--- src/rtl/bht_update_ctrl_pkg.sv ---
// Shared types and constants for the BHT update controller slice.
//   VLEN            : virtual PC width carried with each update
//   BHT_GHR_BITS    : global history length
//   bht_upd_entry_t : one queued resolved-branch update {vpc, taken, ghr}
//   bht_ctrl_state_e: controller FSM state
package bht_update_ctrl_pkg;

  localparam int VLEN         = 64;
  localparam int BHT_GHR_BITS = 4;

  typedef struct packed {
    logic [VLEN-1:0]         vpc;
    logic                    taken;
    logic [BHT_GHR_BITS-1:0] ghr;
  } bht_upd_entry_t;

  typedef enum logic {
    ST_CLEAR = 1'b0,
    ST_IDLE  = 1'b1
  } bht_ctrl_state_e;

endpackage

--- src/rtl/bht_update_ctrl_if.sv ---
// Resolved-branch channel from the branch unit into the BHT update controller.
//   valid      : branch unit offers a resolved conditional branch
//   ready      : controller accepts it (valid && ready)
//   pc         : PC of the resolved branch
//   taken      : actual direction
//   mispredict : the prediction was wrong
//   ghr        : GHR checkpoint captured at prediction time
// master = branch unit, slave = controller.
interface bht_update_ctrl_if
  import bht_update_ctrl_pkg::*;
#(
  parameter int GHR_BITS = BHT_GHR_BITS
) ();

  logic                valid;
  logic                ready;
  logic [VLEN-1:0]     pc;
  logic                taken;
  logic                mispredict;
  logic [GHR_BITS-1:0] ghr;

  modport master (
    output valid, pc, taken, mispredict, ghr,
    input  ready
  );

  modport slave (
    input  valid, pc, taken, mispredict, ghr,
    output ready
  );

endinterface

--- src/rtl/bht_upd_fifo.sv ---
// Pending-update FIFO: DEPTH x bht_upd_entry_t circular buffer.
//   clk_i, rst_i : clock, async active-high reset
//   flush_i      : empties the FIFO (pointers and count to zero)
//   push_i       : write data_i at the tail (caller guarantees !full_o)
//   pop_i        : advance the head (caller guarantees !empty_o)
//   data_i       : entry to push
//   data_o       : entry at the head
//   full_o       : DEPTH entries held
//   empty_o      : no entries held
module bht_upd_fifo
  import bht_update_ctrl_pkg::*;
#(
  parameter int DEPTH = 4
) (
  input  logic           clk_i,
  input  logic           rst_i,
  input  logic           flush_i,
  input  logic           push_i,
  input  logic           pop_i,
  input  bht_upd_entry_t data_i,
  output bht_upd_entry_t data_o,
  output logic           full_o,
  output logic           empty_o
);

  localparam int PTR_W = $clog2(DEPTH);

  logic [PTR_W-1:0] wr_ptr;
  logic [PTR_W-1:0] rd_ptr;
  logic [PTR_W:0]   count;
  bht_upd_entry_t   mem [DEPTH];

  assign full_o  = (count == (PTR_W+1)'(DEPTH));
  assign empty_o = (count == '0);
  assign data_o  = mem[rd_ptr];

  // Storage needs no reset; validity is tracked by count.
  always_ff @(posedge clk_i) begin
    if (push_i && !flush_i) begin
      mem[wr_ptr] <= data_i;
    end
  end

  // Pointers are exactly PTR_W bits, so wrap at DEPTH is free (DEPTH is a power of two).
  always_ff @(posedge clk_i or posedge rst_i) begin
    if (rst_i) begin
      wr_ptr <= '0;
      rd_ptr <= '0;
      count  <= '0;
    end else if (flush_i) begin
      wr_ptr <= '0;
      rd_ptr <= '0;
      count  <= '0;
    end else begin
      if (push_i) wr_ptr <= wr_ptr + 1'b1;
      if (pop_i)  rd_ptr <= rd_ptr + 1'b1;
      case ({push_i, pop_i})
        2'b10:   count <= count + 1'b1;
        2'b01:   count <= count - 1'b1;
        default: count <= count;
      endcase
    end
  end

endmodule

--- src/rtl/bht_update_ctrl.sv ---
// BHT update controller: owns the speculative GHR, queues resolved-branch
// updates and sequences all writes into the gshare table, including a
// row-per-cycle clear after reset or flush.
//   clk_i, rst_i          : clock, async active-high reset
//   flush_i               : drop queued updates, zero GHR, restart clear
//   debug_mode_i          : accept and discard incoming updates
//   spec_valid_i/taken_i  : frontend prediction shifted into the GHR
//   res                   : resolved-branch channel (slave side)
//   ghr_o                 : speculative GHR for prediction indexing
//   upd_valid_o/pc/taken/ghr : one-cycle table update strobe and fields
//   clr_valid_o/clr_row_o : row being cleared (valid=0, counter=2'b10)
//   busy_o                : high while clearing
//
// state    | meaning
// ST_CLEAR | clearing row clr_row_o, updates only queue
// ST_IDLE  | draining the FIFO onto upd_*_o, one entry per cycle
module bht_update_ctrl
  import bht_update_ctrl_pkg::*;
#(
  parameter int NR_ROWS    = 512,
  parameter int GHR_BITS   = BHT_GHR_BITS,
  parameter int FIFO_DEPTH = 4,
  parameter int ROW_BITS   = $clog2(NR_ROWS)
) (
  input  logic                clk_i,
  input  logic                rst_i,
  input  logic                flush_i,
  input  logic                debug_mode_i,
  input  logic                spec_valid_i,
  input  logic                spec_taken_i,
  bht_update_ctrl_if.slave    res,
  output logic [GHR_BITS-1:0] ghr_o,
  output logic                upd_valid_o,
  output logic [VLEN-1:0]     upd_pc_o,
  output logic                upd_taken_o,
  output logic [GHR_BITS-1:0] upd_ghr_o,
  output logic                clr_valid_o,
  output logic [ROW_BITS-1:0] clr_row_o,
  output logic                busy_o
);

  bht_ctrl_state_e state;

  logic           fifo_full;
  logic           fifo_empty;
  logic           fifo_push;
  logic           fifo_pop;
  logic           res_acc;
  logic           res_store;
  logic           bypass;
  bht_upd_entry_t res_entry;
  bht_upd_entry_t fifo_head;

  // Debug mode keeps the branch unit flowing while updates are thrown away.
  assign res.ready = debug_mode_i | ~fifo_full;
  assign res_acc   = res.valid & res.ready;
  assign res_store = res_acc & ~debug_mode_i & ~flush_i;

  assign res_entry = '{vpc: res.pc, taken: res.taken, ghr: res.ghr};

  // An update arriving into an empty FIFO while idle goes straight to the
  // output register so it appears the very next cycle.
  assign fifo_pop  = (state == ST_IDLE) & ~fifo_empty & ~flush_i;
  assign bypass    = (state == ST_IDLE) & fifo_empty & res_store;
  assign fifo_push = res_store & ~bypass;

  bht_upd_fifo #(
    .DEPTH (FIFO_DEPTH)
  ) i_fifo (
    .clk_i   (clk_i),
    .rst_i   (rst_i),
    .flush_i (flush_i),
    .push_i  (fifo_push),
    .pop_i   (fifo_pop),
    .data_i  (res_entry),
    .data_o  (fifo_head),
    .full_o  (fifo_full),
    .empty_o (fifo_empty)
  );

  always_ff @(posedge clk_i or posedge rst_i) begin
    if (rst_i) begin
      state       <= ST_CLEAR;
      clr_row_o   <= '0;
      clr_valid_o <= 1'b1;
      busy_o      <= 1'b1;
      upd_valid_o <= 1'b0;
      upd_pc_o    <= '0;
      upd_taken_o <= 1'b0;
      upd_ghr_o   <= '0;
      ghr_o       <= '0;
    end else begin
      upd_valid_o <= 1'b0;
      if (flush_i) begin
        state       <= ST_CLEAR;
        clr_row_o   <= '0;
        clr_valid_o <= 1'b1;
        busy_o      <= 1'b1;
        ghr_o       <= '0;
      end else begin
        // Repair from the checkpoint wins over a same-cycle speculative shift.
        if (res_acc && res.mispredict) begin
          ghr_o <= {res.ghr[GHR_BITS-2:0], res.taken};
        end else if (spec_valid_i) begin
          ghr_o <= {ghr_o[GHR_BITS-2:0], spec_taken_i};
        end

        case (state)
          ST_CLEAR: begin
            clr_row_o <= clr_row_o + 1'b1;
            if (clr_row_o == ROW_BITS'(NR_ROWS - 1)) begin
              state       <= ST_IDLE;
              clr_valid_o <= 1'b0;
              busy_o      <= 1'b0;
            end
          end
          ST_IDLE: begin
            if (fifo_pop) begin
              upd_valid_o <= 1'b1;
              upd_pc_o    <= fifo_head.vpc;
              upd_taken_o <= fifo_head.taken;
              upd_ghr_o   <= fifo_head.ghr;
            end else if (bypass) begin
              upd_valid_o <= 1'b1;
              upd_pc_o    <= res_entry.vpc;
              upd_taken_o <= res_entry.taken;
              upd_ghr_o   <= res_entry.ghr;
            end
          end
          default: state <= ST_CLEAR;
        endcase
      end
    end
  end

endmodule

--- src/flat_wrapper.sv ---
// flat-port wrapper written by rule: the top's interface ports become plain ports
module bht_update_ctrl_flat import bht_update_ctrl_pkg::*;
#(
  parameter int NR_ROWS    = 512,
  parameter int GHR_BITS   = BHT_GHR_BITS,
  parameter int FIFO_DEPTH = 4,
  parameter int ROW_BITS   = $clog2(NR_ROWS)
)
  (clk_i, rst_i, flush_i, debug_mode_i, spec_valid_i, spec_taken_i, ghr_o, upd_valid_o, upd_pc_o, upd_taken_o, upd_ghr_o, clr_valid_o, clr_row_o, busy_o, res_valid, res_pc, res_taken, res_mispredict, res_ghr, res_ready);
  bht_update_ctrl_if #(.GHR_BITS(GHR_BITS)) res_i ();
  input  logic clk_i;
  input  logic rst_i;
  input  logic flush_i;
  input  logic debug_mode_i;
  input  logic spec_valid_i;
  input  logic spec_taken_i;
  output logic [GHR_BITS-1:0] ghr_o;
  output logic upd_valid_o;
  output logic [VLEN-1:0] upd_pc_o;
  output logic upd_taken_o;
  output logic [GHR_BITS-1:0] upd_ghr_o;
  output logic clr_valid_o;
  output logic [ROW_BITS-1:0] clr_row_o;
  output logic busy_o;
  input wire logic [$bits(res_i.valid)-1:0] res_valid;
  input wire logic [$bits(res_i.pc)-1:0] res_pc;
  input wire logic [$bits(res_i.taken)-1:0] res_taken;
  input wire logic [$bits(res_i.mispredict)-1:0] res_mispredict;
  input wire logic [$bits(res_i.ghr)-1:0] res_ghr;
  output wire logic [$bits(res_i.ready)-1:0] res_ready;
  assign res_i.valid = res_valid;
  assign res_i.pc = res_pc;
  assign res_i.taken = res_taken;
  assign res_i.mispredict = res_mispredict;
  assign res_i.ghr = res_ghr;
  assign res_ready = res_i.ready;
  bht_update_ctrl #(.NR_ROWS(NR_ROWS), .GHR_BITS(GHR_BITS), .FIFO_DEPTH(FIFO_DEPTH), .ROW_BITS(ROW_BITS)) u_core (.clk_i(clk_i), .rst_i(rst_i), .flush_i(flush_i), .debug_mode_i(debug_mode_i), .spec_valid_i(spec_valid_i), .spec_taken_i(spec_taken_i), .res(res_i), .ghr_o(ghr_o), .upd_valid_o(upd_valid_o), .upd_pc_o(upd_pc_o), .upd_taken_o(upd_taken_o), .upd_ghr_o(upd_ghr_o), .clr_valid_o(clr_valid_o), .clr_row_o(clr_row_o), .busy_o(busy_o));
endmodule
--- config.mk ---
export PLATFORM = sky130hd
export DESIGN_NAME = bht_update_ctrl_flat
export DESIGN_NICKNAME = d
export VERILOG_FILES = /design/src/rtl/bht_update_ctrl_pkg.sv /design/src/rtl/bht_update_ctrl_if.sv /design/src/rtl/bht_upd_fifo.sv /design/src/rtl/bht_update_ctrl.sv /design/src/flat_wrapper.sv
export SDC_FILE = /design/constraint.sdc
export NUM_CORES = 1
export LEC_CHECK = 0
export ABC_AREA = 0
export CAP_MARGIN = 20
export CORE_MARGIN = 4
export CORE_UTILIZATION = 55
export CTS_CLUSTER_SIZE = 24
export DETAILED_ROUTE_END_ITERATION = 8
export GPL_ROUTABILITY_DRIVEN = 0
export GPL_TIMING_DRIVEN = 0
export PLACE_DENSITY = 0.82
export SYNTH_ARGS = -nofsm -noshare
export SYNTH_HDL_FRONTEND = slang
export SYNTH_SLANG_ARGS = --single-unit
--- constraint.sdc ---
create_clock -name clk_i -period 6.8 [get_ports clk_i]
set_input_delay 1.7 -clock clk_i [delete_from_list [all_inputs] [get_ports clk_i]]
set_output_delay 1.7 -clock clk_i [all_outputs]
set_load 0.01 [all_outputs]
==> impl_metrics.ini <==
[floorplan]
row_count = 58
die_x_um = 168
core_area_um2 = 25300
die-area_um2 = 28300
start_util_pct = 55.9
boundaryPins = 163
fp.dieH_um = 168

[timing]
worst_pin_slew_ps = 1110
fmax_ghz = 0.204
fin_skew_ps = 7.35
setup_viol = 0
timing.hold.ws_ps = 528
relSlewSlack_pct = 25.7
setup_ws_ps = 1900
rsz0062_at_grt = no
timing.final.crit_share_pct = 72.1
slew_violations = 0
setup_tns_ps = 0
min_period_ps = 4900
hold_violations = 0

[synthesis]
synth_ff_type = edfxtp_1
synth-seq-cells = 368
synth_cell_types = 38
yosys.area_share.simple_pct = 3.91
async_flop_share_pct = 25.0
yosysWarnings = 0
netlist_instances = 806
synth_compound_area_share_pct = 6.42
syn_area_um2 = 14100
synthAdderAreaFrac_pct = 0.673
syn-num-nets = 890
synth_edf_count = 276
syn_avg_cell_area_um2 = 17.5
synth_xor_area_share_pct = 0.620
synth_seq_area_share_pct = 75.0
synth.area.mux_share_pct = 11.6
synth_top_family_by_area = multiplexers

[power]
power_frac_comb_pct = 6.8
total_power_mw = 4.93
netSwitchingPower_mw = 1.01
p_leak_nw = 6.08
power_frac_seq_pct = 51.1
clkPwrFrac_pct = 42.1
swShare_pct = 20.6
power_density_nw_per_um2 = 281
ir_drop_mv = 0.182
p_int_mw = 3.91

[clock_tree]
clk_path_buf_depth = 3
htreeDepth = 2
cts_resized = 0
clk_latency_ps = 510
holdBufCountCts = 0
cts-buffers-inserted = 37
cts_tree = done
path_clk_slew_ps = 60
clock_sinks = 368
cts_root_buf = clkbuf_16
post-cts-setup-buffers = 0

[critical_path]
critPathArrivalTime_ps = 3200
path_class = in -> out
critPathMaxFanout = 3
required_ps = 5100
start_kind = input pin
end_kind = output pin

[final_layout]
drive_gt1_share_pct = 15.1
finalNonFillerCells = 1371
syn2layout_area_growth_pct = 24.3
multi_input_area_um2 = 3290
nets = 1095
n_fill_cell = 1629
regArea_um2 = 10600

[placement]
place_ws_ps = 1900
dpl.cell_count = 1302
portBuffers = 161
hpwl_mm = 19.5

[worst_hold_path]
hold_class = reg -> reg

[global_route]
grtUsageTotal_pct = 22.5
antenna_found_initial = 0
grt_max_degree = 59
first_global_vias = 8668
grt_pass1_wl_mm = 49.3
grt-ovfl-total = 0

[routing]
wl_per_cell_um = 22.9
drc = 0
ant_nets = 0
dr.pass1.iters = 4
initialDrtViolationCount = 685
routed_wl_mm = 31.4
via_per_inst = 5.92
vias = 8110

[outcome]
status = finished clean

[run]
maxCapViolations = 0
## cell families (layout without fill, tap and decap cells)
kind of cell	after synthesis	count (layout)
compound gates	158	158
xor+xnor	10	10
fa+ha+maj	7	7
buf+inv	60	294
flops	368	368
mux	77	77
other cells	0	1
simple gates	126	126
## layout make-up
class	instances	area share (%)
repair buffers	166	9.92
multi-input cells	378	18.7
clock inverters	13	0.991
inverters	5	0.121
diodes	1	0.0143
well taps	330	2.35
flip-flops and latches	368	60.3
clock buffers	55	6.19
plain buffers	55	1.37
## metal layers
| layer | track usage [%] | routed length (µm) |
|---|---|---|
| met1 | 32.3 | 13300 |
| met2 | 36.7 | 15400 |
| met3 | 4.04 | 2110 |
| met4 | 5.43 | 592 |
| met5 | 0 | 0 |
## cells in the mapped netlist (all sizes together), types with 5 or more instances
| cell | n | area, µm² |
|---|---|---|
| mux2i | 8 | 80.1 |
| nor2 | 94 | 353 |
| xnor2 | 5 | 43.8 |
| mux4 | 69 | 1550 |
| edfxtp | 276 | 8290 |
| o22ai | 70 | 438 |
| nand2 | 8 | 30.0 |
| clkbuf | 34 | 129 |
| o21ai | 6 | 30.0 |
| inv | 5 | 18.8 |
| dfrtp | 91 | 2280 |
| buf | 21 | 111 |
| ha | 6 | 75.1 |
| xor2 | 5 | 43.8 |
| a21oi | 72 | 360 |
## power by group through the flow
stage               Sequential (mW)  Combinational, mW  Clock (mW)
finish                         2.52              0.338        2.07
global route                   2.52              0.365        2.22
CTS                            2.52              0.340        2.11
detailed placement             2.56              0.335           0
global placement               2.56              0.320           0
floorplan                      2.58              0.119           0
## per-stage QoR
step	utilization [%]	instance area, µm²
2_1_floorplan	-	14100
3_3_place_gp	64.0	16200
3_5_place_dp	64.5	16300
4_1_cts	69.5	17600
5_1_grt	69.5	17600
6_report	69.5	17600
## path summary, 6_finish.rpt
| kind | startpoint | endpoint | slack [ps] | cells after the start |
|---|---|---|---|---|
| min in group asynchronous | rst_i | u_core.upd_pc_o[59] | 1580 | 2 |
| worst min register to register | u_core.upd_pc_o[60] | u_core.upd_pc_o[60] | 530 | 2 |
| worst min-delay path | u_core.upd_pc_o[60] | u_core.upd_pc_o[60] | 530 | 2 |
| worst max register to register | u_core.i_fifo.count[1] | u_core.i_fifo.count[2] | 3900 | 9 |
| max in group asynchronous | rst_i | u_core.clr_valid_o | 4500 | 3 |
| worst max-delay path | debug_mode_i | res_ready | 1900 | 3 |
## critical path, stage by stage
cell,delay [ps]
clkdlybuf4s50_1,440
or4b_4,500
clkdlybuf4s50_1,560
## flip-flops by register name, indices dropped and copies added (netlist names)
signal,cells
u_core.i_fifo.mem,276
u_core.upd_pc_o,64
u_core.clr_row_o,9
u_core.ghr_o,4
u_core.upd_ghr_o,4
u_core.i_fifo.count,3
u_core.i_fifo.rd_ptr,2
u_core.i_fifo.wr_ptr,2
u_core.clr_valid_o,1
u_core.state,1
u_core.upd_taken_o,1
u_core.upd_valid_o,1
## placed cells by master (no fill, tap or decap), types with 3 or more instances in the layout
master,instances
a211oi_1,4
a21oi_1,72
and2_4,4
buf_16,4
buf_2,17
bufinv_16,4
clkbuf_1,44
clkbuf_16,39
clkbuf_8,5
clkdlybuf4s50_1,161
clkinv_2,4
dfrtp_1,91
edfxtp_1,276
ha_1,6
inv_1,4
mux2i_1,8
mux4_2,69
nand2_1,8
nand2b_1,3
nand3_1,3
nor2_1,94
nor2b_1,3
o21ai_0,6
o22ai_1,70
or3_1,4
xnor2_1,5
xor2_1,5
Note: power is estimated with default switching activity, not from simulation.
